**config.mk**
```make
export PLATFORM = sky130hd
export DESIGN_NAME = mem_byte_bridge
export DESIGN_NICKNAME = d
export VERILOG_FILES = /design/src/rtl/mem_byte_bridge.sv
export SDC_FILE = /design/constraint.sdc
export NUM_CORES = 1
export LEC_CHECK = 0
export ABC_CLOCK_PERIOD_IN_PS = 3550
export BUFFER_PORTS_ARGS = -buffer_cell sky130_fd_sc_hd__buf_4
export CORE_UTILIZATION = 30
export CTS_CLUSTER_DIAMETER = 40
export CTS_CLUSTER_SIZE = 40
export DETAILED_ROUTE_END_ITERATION = 8
export PLACE_DENSITY = 0.53
export SYNTH_ARGS = -nofsm -noshare
export SYNTH_HDL_FRONTEND = slang
export SYNTH_SLANG_ARGS = --single-unit
```
**constraint.sdc**
```tcl
create_clock -name clk -period 3.55 [get_ports clk]
set_input_delay 0 -clock clk [delete_from_list [all_inputs] [get_ports clk]]
set_output_delay 0 -clock clk [all_outputs]
set_load 0.1 [all_outputs]
```
**src/rtl/mem_byte_bridge.sv**
```systemverilog
// 16-bit CPU memory port bridged onto an 8-bit asynchronous SRAM.
// Each word access is split into low/high byte accesses with programmable wait states.
module mem_byte_bridge #(
  parameter int unsigned WAIT_STATES = 2
) (
  input  logic        clk,
  input  logic        rst_n,
  input  logic        mem_read,
  input  logic        mem_write,
  input  logic [1:0]  mem_byte_enable,
  input  logic [15:0] mem_address,
  input  logic [15:0] mem_wdata,
  output logic        mem_resp,
  output logic [15:0] mem_rdata,
  output logic [15:0] sram_addr,
  output logic        sram_cs_n,
  output logic        sram_we_n,
  output logic        sram_oe_n,
  output logic [7:0]  sram_wdata,
  input  logic [7:0]  sram_rdata
);

  typedef enum logic [1:0] {IDLE, LO, HI, RESP} state_t;

  localparam logic [3:0] WS = 4'(WAIT_STATES);

  state_t      state_q, state_d;
  logic [3:0]  cnt_q, cnt_d;
  logic [15:0] base_q, base_d;
  logic [15:0] wdata_q, wdata_d;
  logic [1:0]  be_q, be_d;
  logic        wr_q, wr_d;

  logic        resp_q, resp_d;
  logic [15:0] rdata_q, rdata_d;
  logic [15:0] addr_q, addr_d;
  logic [7:0]  swd_q, swd_d;
  logic        cs_n_q, cs_n_d;
  logic        we_n_q, we_n_d;
  logic        oe_n_q, oe_n_d;
  logic        rdlast_q, rdlast_d;
  logic        hi_q, hi_d;

  always_ff @(posedge clk or negedge rst_n) begin
    if (!rst_n) begin
      state_q  <= IDLE;
      cnt_q    <= '0;
      base_q   <= '0;
      wdata_q  <= '0;
      be_q     <= '0;
      wr_q     <= 1'b0;
      resp_q   <= 1'b0;
      rdata_q  <= '0;
      addr_q   <= '0;
      swd_q    <= '0;
      cs_n_q   <= 1'b1;
      we_n_q   <= 1'b1;
      oe_n_q   <= 1'b1;
      rdlast_q <= 1'b0;
      hi_q     <= 1'b0;
    end else begin
      state_q  <= state_d;
      cnt_q    <= cnt_d;
      base_q   <= base_d;
      wdata_q  <= wdata_d;
      be_q     <= be_d;
      wr_q     <= wr_d;
      resp_q   <= resp_d;
      rdata_q  <= rdata_d;
      addr_q   <= addr_d;
      swd_q    <= swd_d;
      cs_n_q   <= cs_n_d;
      we_n_q   <= we_n_d;
      oe_n_q   <= oe_n_d;
      rdlast_q <= rdlast_d;
      hi_q     <= hi_d;
    end
  end

  always_comb begin
    state_d = state_q;
    cnt_d   = (cnt_q != '0) ? cnt_q - 4'd1 : '0;
    base_d  = base_q;
    wdata_d = wdata_q;
    be_d    = be_q;
    wr_d    = wr_q;
    case (state_q)
      IDLE: begin
        if (mem_write || mem_read) begin
          base_d  = {mem_address[15:1], 1'b0};
          wdata_d = mem_wdata;
          be_d    = mem_byte_enable;
          wr_d    = mem_write;
          if (!mem_write)              state_d = LO;
          else if (mem_byte_enable[0]) state_d = LO;
          else if (mem_byte_enable[1]) state_d = HI;
          else                         state_d = RESP;
        end
      end
      LO:      if (cnt_q == '0) state_d = (!wr_q || be_q[1]) ? HI : RESP;
      HI:      if (cnt_q == '0) state_d = RESP;
      RESP:    state_d = IDLE;
      default: state_d = IDLE;
    endcase
    if (state_d != state_q && (state_d == LO || state_d == HI)) cnt_d = WS;
  end

  // Strobes and capture controls lag the state by one cycle, so the read
  // capture uses a delayed "final cycle" flag to sample at the end of that cycle.
  always_comb begin
    resp_d   = (state_q == RESP);
    cs_n_d   = 1'b1;
    we_n_d   = 1'b1;
    oe_n_d   = 1'b1;
    addr_d   = addr_q;
    swd_d    = swd_q;
    rdlast_d = 1'b0;
    hi_d     = hi_q;
    rdata_d  = rdata_q;
    if (state_q == LO || state_q == HI) begin
      cs_n_d   = 1'b0;
      hi_d     = (state_q == HI);
      addr_d   = (state_q == HI) ? (base_q | 16'h0001) : base_q;
      swd_d    = (state_q == HI) ? wdata_q[15:8] : wdata_q[7:0];
      if (wr_q) we_n_d = (cnt_q == '0);
      else      oe_n_d = 1'b0;
      rdlast_d = !wr_q && (cnt_q == '0);
    end
    if (rdlast_q) rdata_d = hi_q ? {sram_rdata, rdata_q[7:0]} : {rdata_q[15:8], sram_rdata};
  end

  assign mem_resp   = resp_q;
  assign mem_rdata  = rdata_q;
  assign sram_addr  = addr_q;
  assign sram_wdata = swd_q;
  assign sram_cs_n  = cs_n_q;
  assign sram_we_n  = we_n_q;
  assign sram_oe_n  = oe_n_q;

endmodule
```
==> key figures <==
Outcome
  – Status: complete, no violations

Setup path
  – CP Capture Type: flip-flop
  – WS Path Type: flip-flop to flip-flop
  – FF-to-FF path depth: 6
  – Startpoint types: flip-flop
  – CP required: 3780 ps
  – Reg2reg setup slack: 1210 ps
  – R2r startpoint: state_q[0]
  – Crit-path max FO: 12
  – End of the worst register-to-register path: cnt_q[1]
  – Data arrival, critical path: 2570 ps

Floorplanning
  – Die height: 108 um
  – Initial core utilization: 0.309
  – Die Footprint: 11600 um2
  – Site Rows: 38
  – # IOs: 90
  – Die W: 108 um
  – Core area: 10900 um2

Clocking
  – Max H-tree Level: 3
  – CTS buffer count: 9
  – Clock Path Buffers: 2
  – Worst skew pair latency: 350 ps
  – Hold_buf cts: 44
  – TritonCTS clock tree: yes
  – # resized after CTS: 0
  – Clk pin slew, worst setup/hold paths: 90 ps
  – Post-CTS setup buffers: 0
  – Clk sinks: 84
  – CTS root buf: clkbuf_8

Detailed routing
  – Via Count: 2216
  – Via-to-Cell Ratio: 4.38
  – DRT iter0 DRCs: 69
  – DR DRC count: 0
  – DRT Wirelength: 6790 um
  – Antenna Nets Post-Route: 0
  – Wire per inst: 13.4 um
  – 1st-pass router iterations: 4

STA
  – Post-route clock period utilization: 0.658
  – Maximum clock rate: 428 MHz
  – Max-slew headroom: 0.275
  – Clock skew: 6.52 ps
  – Setup TNS: 0 ps
  – Setup violators final: 0
  – RSZ-0062 raised after global routing: no
  – Fin crit period: 2340 ps
  – Final hold vios: 0
  – Pins Over Slew Limit: 0
  – Worst Max-Slew Pin Slew: 1080 ps

GRT
  – GR Overflow Total: 0
  – Initial antenna violation count: 0
  – Vias in the first global route: 2263
  – GRT Total Usage: 0.124
  – Global-route wire length before repair: 11000 um
  – Largest net degree at the start of global routing: 85

Final layout
  – Layout Utilization: 0.442
  – Most common cell after layout, fill and taps aside: buf_4
  – Filler cells: 994
  – Layout area overhead: 42.9%
  – Layout cells sized above 1: 0.505
  – Final net count: 412
  – Most frequent cells in the layout: 90 x buf_4, 81 x dfrtp_1, 64 x mux2_2
  – N_diodes: 0

Synth
  – Post-Synth XOR/XNOR Area: 0
  – Largest family of logic cells by synthesized area: multiplexers
  – Largest cells by area after synthesis: dfrtp_1 60%, mux2_2 21%, mux2i_1 2.4%
  – Synth async-reset ratio: 1.00
  – Synthesized-area fraction occupied by adder cells: 0.0186
  – Post-synthesis mux area share: 0.238
  – Post-synth EDFFs: 0
  – Post-synth net total: 278
  – Cell taking the most area after synthesis: dfrtp_1
  – Synth warnings: 0
  – Complex-gate fraction of the synthesized area: 0.0420
  – Synth cell types: 38
  – Simple-Gate Fraction of Synth Area: 0.0569
  – Gate Count Post-Synth: 227
  – Mapped cell area: 3370 um2
  – Post-synthesis sequential element count: 84
  – Top_reg_cell synth: dfrtp_1
  – Syn_area_per_cell: 14.8 um2
  – Share of the synthesized area in the top cell type: 0.602
  – Seq/Total Area, Yosys: 0.626

Hold path
  – Hold path endpoint: state_q[1]
  – Hold Crit Class: input pin to flip-flop
  – Hold Path Stages: 3
  – Worst Min Path Start: mem_read

Run
  – Max_cap viols: 0

Placement
  – I/O Buffers: 88
  – GP Congestion: 0.700
  – HPWL after DPL: 4310 um
## synth_stat cells, types with 2 or more instances
master and n:
a21oi_1 8, buf_1 3, buf_4 3, clkbuf_1 5, dfrtp_1 81, dfstp_2 3, ha_1 5, inv_1 2
mux2_2 64, mux2i_1 8, nand2_1 3, nor2_1 13, nor3_1 2, nor3_2 2, o21ai_0 2
## layout make-up
class / count / area, um2 / share of cell area
flip-flops and latches: 84 / 2110 / 0.438
multi-input cells: 129 / 1210 / 0.251
repair buffers: 134 / 1120 / 0.232
well taps: 140 / 175 / 0.0364
clock buffers: 11 / 151 / 0.0315
clock inverters: 5 / 43.8 / 0.00910
inverters: 3 / 11.3 / 0.00234
## kinds of logic after synthesis
group | after synthesis
AOI/OAI and AO/OA | 20
adders and majority gates | 5
buffers and inverters | 14
DFF | 84
muxes | 72
and+or+nand+nor | 32
## through the flow
step,setup WS [ps],std cells,cell area [um2],hold WS (ps)
floorplan,1680,227,3370,-296
global placement,1220,446,4180,232
detailed placement,1180,446,4180,237
CTS,1180,506,4810,50.6
global route,1050,506,4810,66.2
finish,1210,506,4810,66.1
## per-layer routing
| layer | up-vias | part of all wire | global-route usage |
|---|---|---|---|
| met1 | 1068 | 0.49 | 0.166 |
| li1 | 1072 | - | - |
| met5 | - | 0 | 0 |
| met4 | 0 | 0.0056 | 0.0323 |
| met2 | 72 | 0.43 | 0.185 |
| met3 | 4 | 0.070 | 0.0502 |
## registers in the layout, indices dropped and copies added (netlist names)
| signal | count |
|---|---|
| mem_resp | 1 |
| rdlast_q | 1 |
| be_q | 1 |
| sram_addr | 16 |
| wdata_q | 16 |
| sram_oe_n | 1 |
| wr_q | 1 |
| cnt_q | 4 |
| base_q | 15 |
| mem_rdata | 16 |
| state_q | 2 |
| sram_cs_n | 1 |
| sram_we_n | 1 |
| sram_wdata | 8 |
## critical path, stage by stage, from the launching register on
cell,delay (ps)
dfrtp_1,450
inv_1,150
ha_1,640
nor3_2,130
o31ai_1,370
nor3b_2,120
a2111o_1,360
## worst max path at each step
stage | startpoint | to | slack, ps | cells after the start
finish | state_q[0] | cnt_q[1] | 1210 | 6
global route | state_q[0] | cnt_q[1] | 1050 | 6
CTS | state_q[0] | cnt_q[1] | 1180 | 6
detailed placement | state_q[0] | cnt_q[1] | 1180 | 6
global placement | state_q[0] | cnt_q[1] | 1220 | 6
floorplan | state_q[0] | sram_addr[10] | 1680 | 5
Power is not shown: default switching activity piles up to over one toggle a cycle in this logic, so the estimate is an artifact.
